**src/rtl/fifo_rd_packer.sv**
```systemverilog
// FIFO read-side packer: pops narrow words, packs RATIO of them into one wide beat
// on a valid/ready stream, with flush support for partial beats.
module fifo_rd_packer #(
  parameter int unsigned DATA_WIDTH = 8,
  parameter int unsigned RATIO      = 4,
  parameter int unsigned RD_LATENCY = 1
) (
  input  logic                          rd_clk,
  input  logic                          rst_n,
  input  logic                          fifo_empty,
  output logic                          fifo_rd_en,
  input  logic [DATA_WIDTH-1:0]         fifo_data,
  input  logic                          flush,
  output logic                          m_valid,
  input  logic                          m_ready,
  output logic [RATIO*DATA_WIDTH-1:0]   m_data,
  output logic [$clog2(RATIO+1)-1:0]    m_count
);

  localparam int unsigned CW     = $clog2(RATIO + 1);
  localparam logic [CW-1:0] FULL = CW'(RATIO);
  localparam logic [CW:0] FULL_W = (CW + 1)'(RATIO);
  localparam bit REG_RD          = (RD_LATENCY != 0);

  logic [RATIO-1:0][DATA_WIDTH-1:0] lanes, view_lanes;
  logic [CW-1:0] cnt, view_cnt;
  logic          inflight, flush_pending;
  logic          out_free, merge_in, flush_ok, acc_xfer, room, pop, arrive;

  always_comb begin
    out_free = !m_valid || m_ready;
    // With registered reads, the word landing this cycle is folded into the beat
    // being moved so a full beat leaves without a one-cycle bubble.
    merge_in   = REG_RD && inflight;
    view_lanes = lanes;
    view_cnt   = cnt;
    if (merge_in) begin
      for (int unsigned i = 0; i < RATIO; i++) begin
        if (cnt == CW'(i)) view_lanes[i] = fifo_data;
      end
      view_cnt = cnt + CW'(1);
    end
    flush_ok   = flush_pending && (cnt != '0) && !inflight;
    acc_xfer   = out_free && ((view_cnt == FULL) || flush_ok);
    room       = ({1'b0, cnt} + {{CW{1'b0}}, inflight}) < FULL_W;
    fifo_rd_en = rst_n && !fifo_empty && !flush_pending && (room || acc_xfer);
    pop        = fifo_rd_en && !fifo_empty;
    arrive     = REG_RD ? inflight : pop;
  end

  always_ff @(posedge rd_clk or negedge rst_n) begin
    if (!rst_n) begin
      lanes         <= '0;
      cnt           <= '0;
      inflight      <= 1'b0;
      flush_pending <= 1'b0;
      m_valid       <= 1'b0;
      m_data        <= '0;
      m_count       <= '0;
    end else begin
      inflight <= REG_RD && pop;

      if (acc_xfer) begin
        m_data  <= view_lanes;
        m_count <= view_cnt;
        m_valid <= 1'b1;
        lanes   <= '0;
        cnt     <= '0;
        if (arrive && !merge_in) begin
          lanes[0] <= fifo_data;
          cnt      <= CW'(1);
        end
      end else begin
        if (m_valid && m_ready) m_valid <= 1'b0;
        if (arrive) begin
          for (int unsigned i = 0; i < RATIO; i++) begin
            if (cnt == CW'(i)) lanes[i] <= fifo_data;
          end
          cnt <= cnt + CW'(1);
        end
      end

      if (flush_pending) begin
        if (acc_xfer || ((cnt == '0) && !inflight)) flush_pending <= 1'b0;
      end else if (flush) begin
        flush_pending <= 1'b1;
      end
    end
  end

endmodule

```
**config.mk**
```make
export PLATFORM = sky130hd
export DESIGN_NAME = fifo_rd_packer
export DESIGN_NICKNAME = d
export VERILOG_FILES = /design/src/rtl/fifo_rd_packer.sv
export SDC_FILE = /design/constraint.sdc
export NUM_CORES = 1
export LEC_CHECK = 0
export ABC_AREA = 1
export BUFFER_PORTS_ARGS = -buffer_cell sky130_fd_sc_hd__buf_2
export CAP_MARGIN = 20
export CORE_MARGIN = 5
export CORE_UTILIZATION = 40
export DETAILED_ROUTE_END_ITERATION = 8
export PLACE_DENSITY = 0.7
export SLEW_MARGIN = 10
export SYNTH_ARGS = -nofsm -noshare
export SYNTH_HDL_FRONTEND = slang
export SYNTH_SLANG_ARGS = --single-unit
```
**constraint.sdc**
```tcl
create_clock -name rd_clk -period 2.3 [get_ports rd_clk]
set_input_delay 0.69 -clock rd_clk [delete_from_list [all_inputs] [get_ports rd_clk]]
set_output_delay 0.69 -clock rd_clk [all_outputs]
set_load 0.01 [all_outputs]
```
==> run_results.csv <==
group,metric,value,unit
finish,area_growth,28.1,%
yosys,ys_seq_area_frac,0.579,
finish,multi_input_area,1240,um^2
run_status,failed_checks,"negative setup slack",
worst_setup_path,worst_path_max_delay_cell,"dfrtp_1",
global_route,use_met1,0.217,
sta,setup-violations-final,3,
run_status,status,"finished, violations left",
yosys,ys_ff_latch,73,
finish,antenna_cells,0,
yosys,synth_top_area_share,0.579,
power,power.share.sequential,0.353,
clocking,cts_root_buf,"clkbuf_8",
power,cellLeakagePower,2.15,nW
place,pre_cts_ws,0.0622,ns
worst_setup_path,worstPathArrival,1.79,ns
yosys,avgSynthCellArea,9.03,um^2
worst_setup_path,rr_startpoint,"cnt[0]",
worst_setup_path,end_kind,"output port",
worst_setup_path,crit_family,"adder cells",
sta,rsz0062_at_grt,"yes",
power,powerDensity,1440,nW/um^2
place,dp_cells,486,
floorplan,pin_count,50,
power,peakVddDrop,0.000547,V
floorplan,core_area,7690,um^2
drt,wl_per_cell,15.7,um
worst_setup_path,cp_max_fo,2,
sta,setup_slack,-0.182,ns
floorplan,die_w,98.8,um
yosys,syn_area,3150,um^2
clocking,cts_tree,"yes",
worst_setup_path,critPathBufInv,2,
power,p_sw_frac,0.387,
power,finalPower,5.82,mW
worst_setup_path,path_class,"reg -> out",
finish,fin_cells,524,
floorplan,die_y,98.8,um
hold_path,hold_class,"in -> async",
global_route,grtUsageMet2,0.250,
drt,wl,8210,um
global_route,overflow,0,
sta,period_needed,2.48,ns
worst_setup_path,crit_path_cell_trace,"ha_2, ha_4, inv_2, nand2_2, nand2_2, nand3_2, nand2_2, nand2_2, a21oi_4, buf_6",
place,dpl.hpwl,4550,um
clocking,ctsLongestPathBuffers,2,
sta,maxSlewViolCount,0,
global_route,grt_use_total,0.160,
yosys,synth.area.top_cells,"dfrtp_1 (58%), nand2_1 (14%), a21boi_0 (7.9%)",
place,port-buffer-count,49,
power,p_clk_frac,0.177,
floorplan,dieArea,9760,um^2
clocking,clk_pin_slew_worst_paths,0.07,ns
sta,hold_viol,0,
drt,via_per_inst,5.00,
yosys,synth_top_area_cell,"dfrtp_1",
finish,layout-drive-gt1-share,0.263,
sta,slew_headroom,0.567,
drt,dr.pass1.iters,4,
sta,max_freq,0.403,GHz
worst_setup_path,cp-start-kind,"flop",
finish,num-nets-final,436,
place,gp_congestion,0.782,
drt,drcViolationCount,0,
global_route,grt_pass1_vias,2560,
sta,fin_crit_sh,1.08,
clocking,insertion_delay,0.34,ns
yosys,synthCells,349,
clocking,cts.htree.levels,3,
power,p_switching,2.25,mW
sta,skew,0.00913,ns
power,share_comb_of_total_power,0.470,
worst_setup_path,timing.reg2reg.setup_slack,-0.17,ns
worst_setup_path,rr_endpoint,"cnt[2]",
clocking,ctsHoldBuffers,0,
global_route,grt_pass1_wl,12500,um
floorplan,initial_core_util,0.410,
finish,fillers,727,
yosys,yosysWarnings,0,
drt,vias,2618,
sta,worst_slew_pin_slew,0.649,ns
drt,drtAntennaViolNets,0,
drt,dr.first_iter.drc_count,177,
yosys,synthDistinctLibCells,16,
run,cap_violations,0,
worst_setup_path,required,1.61,ns
worst_setup_path,slowest_delay,0.41,ns
global_route,grt_max_degree,74,
clocking,clock-sinks,73,
global_route,grtUsageMet3,0.0304,
clocking,cts-buffers-inserted,9,
finish,seqCellArea,1830,um^2
floorplan,placementRows,32,
yosys,syn_nets,368,
worst_setup_path,cp_common_cell,"nand2_2",
global_route,grt.busiest_layer,"met2",
power,internal-power,3.57,mW
worst_setup_path,reg2regPathDepth,16,
global_route,antenna_found_initial,0,
[repair_timing]
action / in CTS / in global routing
resized for setup: 11 / 11
pin swaps: 6 / 2
setup buffers: 19 / 1
cloned: 0 / 4
setup endpoints to repair: 1 / 71
[worst reg2reg max path: stages (launching register included)]
cell and delay [ns]:
dfrtp_1 0.41, ha_2 0.22, ha_4 0.26, inv_2 0.03, nand2_2 0.06, nand2_2 0.06
buf_4 0.13, buf_6 0.10, buf_4 0.12, buf_4 0.12, buf_4 0.12, buf_4 0.12
buf_4 0.12, buf_4 0.12, buf_4 0.12, buf_4 0.13, a21boi_0 0.11
[registers in the layout, summed over array words and instances, names as in the netlist]
| name | cells |
|---|---|
| m_data | 32 |
| cnt | 3 |
| m_count | 3 |
| arrive | 1 |
| m_valid | 1 |
| flush_pending | 1 |
| lanes | 32 |
[through the flow]
step | hold slack, ns | utilization | setup TNS (ns) | area (um^2)
6_report | 0.431 | 0.525 | -0.487 | 4040
5_1_grt | 0.468 | 0.525 | -0.690 | 4040
4_1_cts | 0.467 | 0.510 | -0.327 | 3920
3_5_place_dp | 0.453 | 0.458 | 0 | 3520
3_3_place_gp | 0.452 | 0.458 | 0 | 3520
2_1_floorplan | 0.394 | - | 0 | 3180
[layer usage]
metal,share of wire,vias to the layer above
met5,0,-
met1,0.45,1250
met3,0.058,9
met2,0.48,76
li1,-,1283
met4,0.013,0
[cells by family (layout without fill, tap and decap cells)]
logic type,after synthesis,count (layout),share of synthesized area
buf+inv,39,112,0.0508
simple gates,161,161,0.208
flops,73,73,0.579
fa+ha+maj,6,6,0.0238
compound gates,70,70,0.138
[how the worst max path moves through the flow]
stage / cells after the start / from / to
final: 10 / cnt[0] / fifo_rd_en
after global routing: 10 / cnt[1] / fifo_rd_en
after CTS: 10 / cnt[1] / fifo_rd_en
after detailed placement: 10 / cnt[1] / fifo_rd_en
after global placement: 10 / cnt[1] / fifo_rd_en
after floorplan: 10 / cnt[0] / fifo_rd_en
[synth_stat cells]
cell	n
ha_1	6
a21oi_1	4
inv_1	16
inv_2	1
clkbuf_1	18
nand2_1	120
buf_6	1
buf_4	1
nand3b_1	1
nand3_1	39
dfrtp_1	73
a31oi_1	1
nor2_1	1
buf_2	2
a21boi_0	33
o21ai_0	32
[power by group through the flow]
| stage | logic [mW] | clock network, mW | registers, mW |
|---|---|---|---|
| 6_report | 2.73 | 1.03 | 2.06 |
| 5_1_grt | 3.02 | 1.11 | 2.11 |
| 4_1_cts | 2.33 | 1.05 | 2.05 |
| 3_5_place_dp | 2.01 | 0 | 2.07 |
| 3_3_place_gp | 1.96 | 0 | 2.05 |
| 2_1_floorplan | 1.27 | 0 | 2.18 |
[final cells by class]
class	count	area share
tap	102	0.0316
clock buffer	12	0.0384
multi-input combinational	237	0.307
inverter	17	0.0158
sequential	73	0.452
timing repair buffer	79	0.142
clock inverter	4	0.0127
[cell usage in the layout, fill, tap and decap left out, types with 2 or more instances in the layout]
cell type  instances
o21ai_0           32
nand3_1           35
ha_1               3
dfrtp_1           73
buf_4             22
inv_1             14
nand2_2            6
a21oi_1            3
ha_4               2
buf_6              4
a21boi_1           2
buf_2             48
nand2_1          114
nand3_2            4
a21boi_0          31
clkbuf_16          3
clkbuf_8          11
inv_2              3
Note: power is estimated with default switching activity, not from simulation.
